## config.mk

```make
export PLATFORM = sky130hd
export DESIGN_NAME = up_dn_counter_ctrl
export DESIGN_NICKNAME = d
export VERILOG_FILES = /design/src/rtl/up_dn_counter_ctrl.sv
export SDC_FILE = /design/constraint.sdc
export NUM_CORES = 1
export LEC_CHECK = 0
export CORE_MARGIN = 2
export CORE_UTILIZATION = 44
export CTS_CLUSTER_DIAMETER = 40
export CTS_CLUSTER_SIZE = 40
export DETAILED_ROUTE_END_ITERATION = 10
export HOLD_SLACK_MARGIN = 0.15
export MAX_ROUTING_LAYER = met4
export PLACE_DENSITY = 0.85
export SETUP_SLACK_MARGIN = 0.2
export SYNTH_ARGS = -nofsm -noshare
export SYNTH_HDL_FRONTEND = slang
export SYNTH_SLANG_ARGS = --single-unit
```

## constraint.sdc

```tcl
create_clock -name CLK -period 1.8 [get_ports CLK]
set_input_delay 0.36 -clock CLK [delete_from_list [all_inputs] [get_ports CLK]]
set_output_delay 0.36 -clock CLK [all_outputs]
set_load 0.005 [all_outputs]
```

## src/rtl/up_dn_counter_ctrl.sv

```systemverilog
// up_dn_counter_ctrl: command FSM that drives an external 5-bit up/down counter
// to a target value, either by stepping it (Mode=0) or by a direct load (Mode=1).
// Ports: CLK/RST (sync, active-high); Start/Mode/Target command inputs;
//   Counter_In/High_In/Low_In counter feedback; Cnt_Val/Load/Up/Down counter
//   controls; Busy/Done/Err status.
// Optional feature macro: UP_DN_STEP_DIV_EN. When it is defined, SETTLE lasts STEP_DIV
//   cycles. Otherwise SETTLE lasts one cycle and no settle counter is built.
module up_dn_counter_ctrl #(
  parameter int unsigned STEP_DIV  = 4,
  parameter int unsigned MAX_STEPS = 31
) (
  input  logic       CLK,
  input  logic       RST,
  input  logic       Start,
  input  logic       Mode,
  input  logic [4:0] Target,
  input  logic [4:0] Counter_In,
  input  logic       High_In,
  input  logic       Low_In,
  output logic [4:0] Cnt_Val,
  output logic       Load,
  output logic       Up,
  output logic       Down,
  output logic       Busy,
  output logic       Done,
  output logic       Err
);

  // The step counter is sized so that it can hold MAX_STEPS itself.
  localparam int unsigned SW = (MAX_STEPS < 1) ? 1 : $clog2(MAX_STEPS + 1);

  // Catch illegal STEP_DIV values at elaboration.
  if (STEP_DIV < 1 || STEP_DIV > 15) begin : g_bad_step_div
    $error("up_dn_counter_ctrl: STEP_DIV must be in 1..15");
  end

  typedef enum logic [2:0] {
    S_IDLE,
    S_LOAD,
    S_CMP,
    S_STEP_UP,
    S_STEP_DN,
    S_SETTLE,
    S_DONE,
    S_ERR
  } state_t;

  state_t          state;
  state_t          state_nxt;
  logic [4:0]      tgt;
  logic [SW-1:0]   step_cnt;
  logic            settle_last;

`ifdef UP_DN_STEP_DIV_EN
  // The settle counter counts cycles spent in SETTLE. It is cleared whenever
  // the FSM is in any other state, so each visit to SETTLE starts at zero.
  logic [3:0] div_cnt;

  always_ff @(posedge CLK) begin
    if (RST || state != S_SETTLE) begin
      div_cnt <= 4'd0;
    end else begin
      div_cnt <= div_cnt + 4'd1;
    end
  end

  assign settle_last = (div_cnt == 4'(STEP_DIV - 1));
`else
  assign settle_last = 1'b1;
`endif

  // State, latched target and step count
  always_ff @(posedge CLK) begin
    if (RST) begin
      state    <= S_IDLE;
      tgt      <= 5'd0;
      step_cnt <= '0;
    end else begin
      state <= state_nxt;
      if (state == S_IDLE && Start) begin
        tgt      <= Target;
        step_cnt <= '0;
      end else if (state == S_STEP_UP || state == S_STEP_DN) begin
        step_cnt <= step_cnt + 1'b1;
      end
    end
  end

  // Next-state logic
  always_comb begin
    state_nxt = state;
    case (state)
      S_IDLE: begin
        if (Start) begin
          state_nxt = Mode ? S_LOAD : S_CMP;
        end
      end
      S_LOAD:    state_nxt = S_SETTLE;
      S_CMP: begin
        // Unsigned compare. The end-stop flags block any step that would
        // wrap the counter past 0 or 31.
        if (Counter_In == tgt) begin
          state_nxt = S_DONE;
        end else if (Counter_In < tgt && !High_In) begin
          state_nxt = S_STEP_UP;
        end else if (Counter_In > tgt && !Low_In) begin
          state_nxt = S_STEP_DN;
        end else begin
          state_nxt = S_ERR;
        end
      end
      S_STEP_UP: state_nxt = S_SETTLE;
      S_STEP_DN: state_nxt = S_SETTLE;
      S_SETTLE: begin
        if (settle_last) begin
          // When the step budget is spent and the target is still missed,
          // the command aborts. A counter that never moves lands here.
          if (step_cnt == SW'(MAX_STEPS) && Counter_In != tgt) begin
            state_nxt = S_ERR;
          end else begin
            state_nxt = S_CMP;
          end
        end
      end
      S_DONE:    state_nxt = S_IDLE;
      S_ERR:     state_nxt = S_IDLE;
      default:   state_nxt = S_IDLE;
    endcase
  end

  // Moore outputs. Each strobe is decoded from a single state, so at most one
  // strobe is high per cycle. SETTLE always separates two steps, so Up and
  // Down are never high in back-to-back cycles.
  always_comb begin
    Cnt_Val = tgt;
    Load    = (state == S_LOAD);
    Up      = (state == S_STEP_UP);
    Down    = (state == S_STEP_DN);
    Busy    = (state != S_IDLE);
    Done    = (state == S_DONE);
    Err     = (state == S_ERR);
  end

endmodule
```

; After elaboration in Yosys (flattened, before gate mapping)
; Index checks and enable logic that the tools add are counted.
[totals]
ff_bits = 13
output_inout_bits = 11
word_cells = 36
[op_classes]
add_sub_neg = 1
n_lt_le_gt_ge = 2
n_eq_ne = 11
muxes = 7
n_reduce_logical = 12
[ops]
columns = operator, n
row1 = $pmux 3 s5, 1
row2 = $eq 3x3->1 const B, 4
row3 = $mux 3, 4
row4 = $eq 3x2->1 const B, 2
row5 = $add 5x1->5 const B, 1
row6 = $eq 5x5->1, 1
row7 = $eq 5x5->1 const B, 1
row8 = $gt 5x5->1, 1
row9 = $lt 5x5->1, 1
row10 = $ne 5x5->1, 1
row11 = $logic_and 1x1->1, 4
row12 = $mux 2, 2
row13 = $reduce_or 2->1, 2
row14 = $eq 3x1->1 const B, 1
row15 = $logic_not 3->1, 1
row16 = $reduce_bool 3->1, 1
row17 = $reduce_or 3->1, 1
row18 = $logic_not 1->1, 2
row19 = $ne 2x2->1 const B, 1
row20 = $logic_or 1x1->1, 1

; Longest topological paths before layout
[logic_depth]
word_depth = 6
mapped_depth = 7

; Worst setup path after synthesis
; No wires, ideal clock.
[synth_path]
path_type = reg2reg
start = register tgt[3] (netlist: Cnt_Val[3])
end = register state[0]
arrival_ns = 1.601
required_ns = 1.733
path_slack_ns = 0.132
path_stages_with_launch = 7
n_path_buf = 0
period_less_slack_ns = 1.668
cell_sequence = dfxtp_1 inv_1 ha_1 and4_4 a311o_1 a221o_1 o21ai_2
[synth_via]
elab_chain_cells = 6
word_cells_on_any_way = 12
[synth_lines]
columns = item, line_no
row1 = start: declaration, 50  ; logic [4:0] tgt;
row2 = start signal: assignment, 81  ; tgt <= Target;
row3 = $gt 5x5->1, 106  ; end else if (Counter_In > tgt && !Low_In) begin
row4 = $logic_and 1x1->1, 106
row5 = $mux 2, 106
row6 = $mux 3, 104  ; end else if (Counter_In < tgt && !High_In) begin
row7 = $mux 3, 102  ; if (Counter_In == tgt) begin
row8 = $pmux 3 s5 (*), 92  ; case (state)
row9 = end signal: assignment, 79  ; state <= state_nxt;
row10 = end: declaration, 48  ; state_t state;
; Every way passes the cells marked *; elsewhere a longest branch is shown, timed or not.
; A chain may end at the register's enable or synchronous reset.

; Worst setup path after layout
[layout_path]
start = register state[0]
end = output Down
[layout_via]
elab_chain_cells = 1
[layout_lines]
columns = item, line_no
row1 = $eq 3x3->1, 138  ; Down = (state == S_STEP_DN);
row2 = end: declaration, 23  ; output logic Down,
; Every way passes these cells.

==> flow_summary.yaml <==
logic_synthesis:
  synth_ff_type: "dfxtp_1"
  syn_avg_cell_area_um2: 8.27
  synthesis.instances: 99
  synth-edff-count: 0
  synth_top_area_share_pct: 31.8
  syn_nets: 122
  synth_area_um2: 818
  synth_xor_area_share_pct: 3.21
  synth_cell_types: 37
  ys_seq_elements: 13
  yosys.area_share.simple_pct: 24.5
  synthAdderAreaFrac_pct: 10.7
  ys_warn_count: 0
  synthTopCellsByArea: "dfxtp_1 32%, ha_1 11%, a21oi_1 8.0%"
  ys_async_sr_fraction_pct: 0
  synth_compound_area_share_pct: 19.7
  yosysTopAreaCell: "dfxtp_1"
  yosys-top-cells-count: "13 x a21oi_1, 13 x dfxtp_1, 11 x nor2_1, 8 x inv_1, 7 x ha_1"
  synth_top_family_by_area: "simple AND/OR/NAND/NOR gates"
  synth_mux_area_share_pct: 1.22
  seq_area_frac_synth_pct: 31.8
critical_path:
  end_kind: "primary output"
  critPathMaxFanout: 3
  cp_cell_sequence: "buf_6 -> or3b_4 -> inv_2 -> clkbuf_2"
  r2r_cells: 6
  critPathBufInv: 3
  r2r-start: "Cnt_Val[3]$_SDFFE_PP0P_"
  cp_data_required_time_ns: 1.44
  cp_num_cells: 4
  startpoint: "state[0]$_SDFFE_PP0P_"
  critPathKind: "flop to primary output"
  crit_path_max_incr_delay_ns: 0.40
  cp_slowest_cell: "or3b_4"
  worstSetupStartpointType: "flop"
  path_delay_family: "simple AND/OR/NAND/NOR gates"
  arrival_ns: 1.31
placement:
  place_congestion: 0.828
  dpl-instance-area_mm2: 0.00117
  port_buffers: 26
  place.detailed.hpwl_um: 1750
hold_path:
  holdPathStages: 2
  hp-start: "step_cnt[3]$_SDFFE_PP0P_"
  min_path_type: "flop to flop"
run_status:
  status: "finished clean"
clocking:
  cts_tree: "yes"
  cts_sinks: 13
  path_clk_slew_ns: 0.08
  numCtsBuffers: 3
  clockBufferDepth: 2
  clkLatencyLatePin_ns: 0.28
  ctsRootBufferMaster: "clkbuf_4"
  htreeDepth: 1
power:
  power_frac_seq_pct: 23.3
  p_per_area_mw_per_mm2: 1220
  clockPowerShare_pct: 10.5
  p_int_uw: 1110
  pwr-share-comb_pct: 66.2
  p_sw_share_pct: 38.6
  p_leak_uw: 0.000667
  p_switching_uw: 700
  irDropWorstVdd_mv: 0.969
final_layout:
  final_cell_area_mm2: 0.00149
  finalNetCount: 178
  antenna_cells: 0
  syn_to_final_growth_pct: 82.0
  layout-drive-gt1-share_pct: 49.4
routing:
  drt_pass1_iterations: 4
  via_per_inst: 5.51
  drt-wirelength-per-cell_um: 17.9
  via_count: 986
  drt-initial-drc-count: 31
  drc: 0
  wl_um: 3200
  ant_nets: 0
sta:
  fmax_ghz: 0.600
  finalMaxSlewViolations: 0
  fin_setup_tns_ns: 0
  period_share_pct: 92.6
  rsz0062_at_grt: "yes"
  max_slew.worst_pin.slew_ns: 0.436
  slew_headroom_pct: 70.8
  setup_violations: 0
  hold_viol: 0
  clock_skew_ns: 0.00149
  min_period_ns: 1.67
job:
  maxCapViolCount: 0
floorplan:
  coreArea_mm2: 0.00175
  fp.dieW_um: 47.1
  fp.dieH_um: 47.1
  dieArea_mm2: 0.00222
  io_pins: 27
  rows: 15
  start_util_pct: 46.9
global_routing:
  grt_pass1_wl_um: 4690
  grt_antenna_before_repair: 0
  grt_overflow_total: 0
  first_global_vias: 1036
  track_usage_pct: 32.4
  grt_max_degree: 11
## logic make-up (layout without fill, tap and decap cells)
kind of cell / count (synthesis) / after routing
AND/OR/NAND/NOR: 36 / 36
AO/OA/AOI/OAI: 25 / 25
XOR/XNOR: 3 / 3
buffers and inverters: 14 / 69
flip-flops: 13 / 13
adder cells (fa/ha/maj): 7 / 7
multiplexers: 1 / 1
## power groups by stage
stage	Sequential (uW)	Clock (uW)	Combinational, uW
5_1_grt	429	204	1280
6_report	423	190	1200
3_5_place_dp	409	0	787
4_1_cts	416	182	1020
2_1_floorplan	392	0	458
3_3_place_gp	404	0	751
## metrics by stage
stage               power (uW)  utilization (%)  cells  hold slack (ns)  setup slack [ns]
floorplan                  851                -     99            0.444             0.234
global placement          1150             66.8    156            0.454            -0.230
detailed placement        1200             66.8    156            0.492            -0.338
CTS                       1620             81.1    173            0.545            0.0319
global route              1910             85.3    179            0.586            0.0885
finish                    1810             85.3    179            0.540             0.133
## cell type report
cell class	instances	area, um^2
Multi-Input combinational cell	72	628
Inverter	9	33.8
Timing Repair Buffer	56	494
Sequential cell	13	275
Fill cell	91	256
Clock buffer	4	26.3
Tap cell	25	31.3
## state kept, by name, summed over array words and instances (netlist names)
register / cells
Cnt_Val: 5
state: 3
step_cnt: 5
## worst register-to-register path: stages, from the launching register on
cell and delay (ns):
dfxtp_2 0.33, inv_2 0.09, ha_4 0.21, and4_4 0.20, a311o_1 0.35, a221o_1 0.34
o21ai_2 0.06
## cell usage in the layout (no fill, tap or decap), drive strengths merged, types with 2 or more instances in the layout
| cell type | Yosys | routed |
|---|---|---|
| nor3 | 3 | 3 |
| nand3 | 3 | 3 |
| dfxtp | 13 | 13 |
| clkdlybuf4s50 | 0 | 14 |
| buf | 5 | 32 |
| nor2b | 2 | 2 |
| and3 | 3 | 3 |
| nor2 | 11 | 11 |
| inv | 9 | 9 |
| dlygate4sd2 | 0 | 5 |
| xnor2 | 2 | 2 |
| nand2 | 6 | 6 |
| o21ai | 4 | 4 |
| ha | 7 | 7 |
| dlymetal6s2s | 0 | 2 |
| a21oi | 14 | 14 |
| nand3b | 2 | 2 |
| clkbuf | 0 | 6 |
## repair_timing
| action | 4_1_cts | 5_1_grt |
|---|---|---|
| endpoints found under the setup margin | 10 | 13 |
| pin swaps | 9 | 11 |
| setup buffers | 13 | 6 |
| hold endpoints to repair | 0 | 0 |
| resized for setup | 48 | 20 |
| hold buffers | 0 | 0 |
## final timing paths
path,slack (ns),endpoint
setup / recovery,0.13,Down
hold / removal,0.54,step_cnt[3]$_SDFFE_PP0P_
setup reg to reg,0.14,state[0]$_SDFFE_PP0P_
hold reg to reg,0.54,step_cnt[3]$_SDFFE_PP0P_
## per-layer routing
layer / share of wire, % / wire length, um / GRT usage [%] / vias up
li1: - / - / - / 459
met1: 38 / 1200 / 34.4 / 450
met2: 53 / 1690 / 53.7 / 59
met3: 5.0 / 161 / 7.31 / 18
met4: 4.5 / 144 / 20.6 / 0
met5: 0 / 0 / - / -
Note: power is estimated with default switching activity, not from simulation.
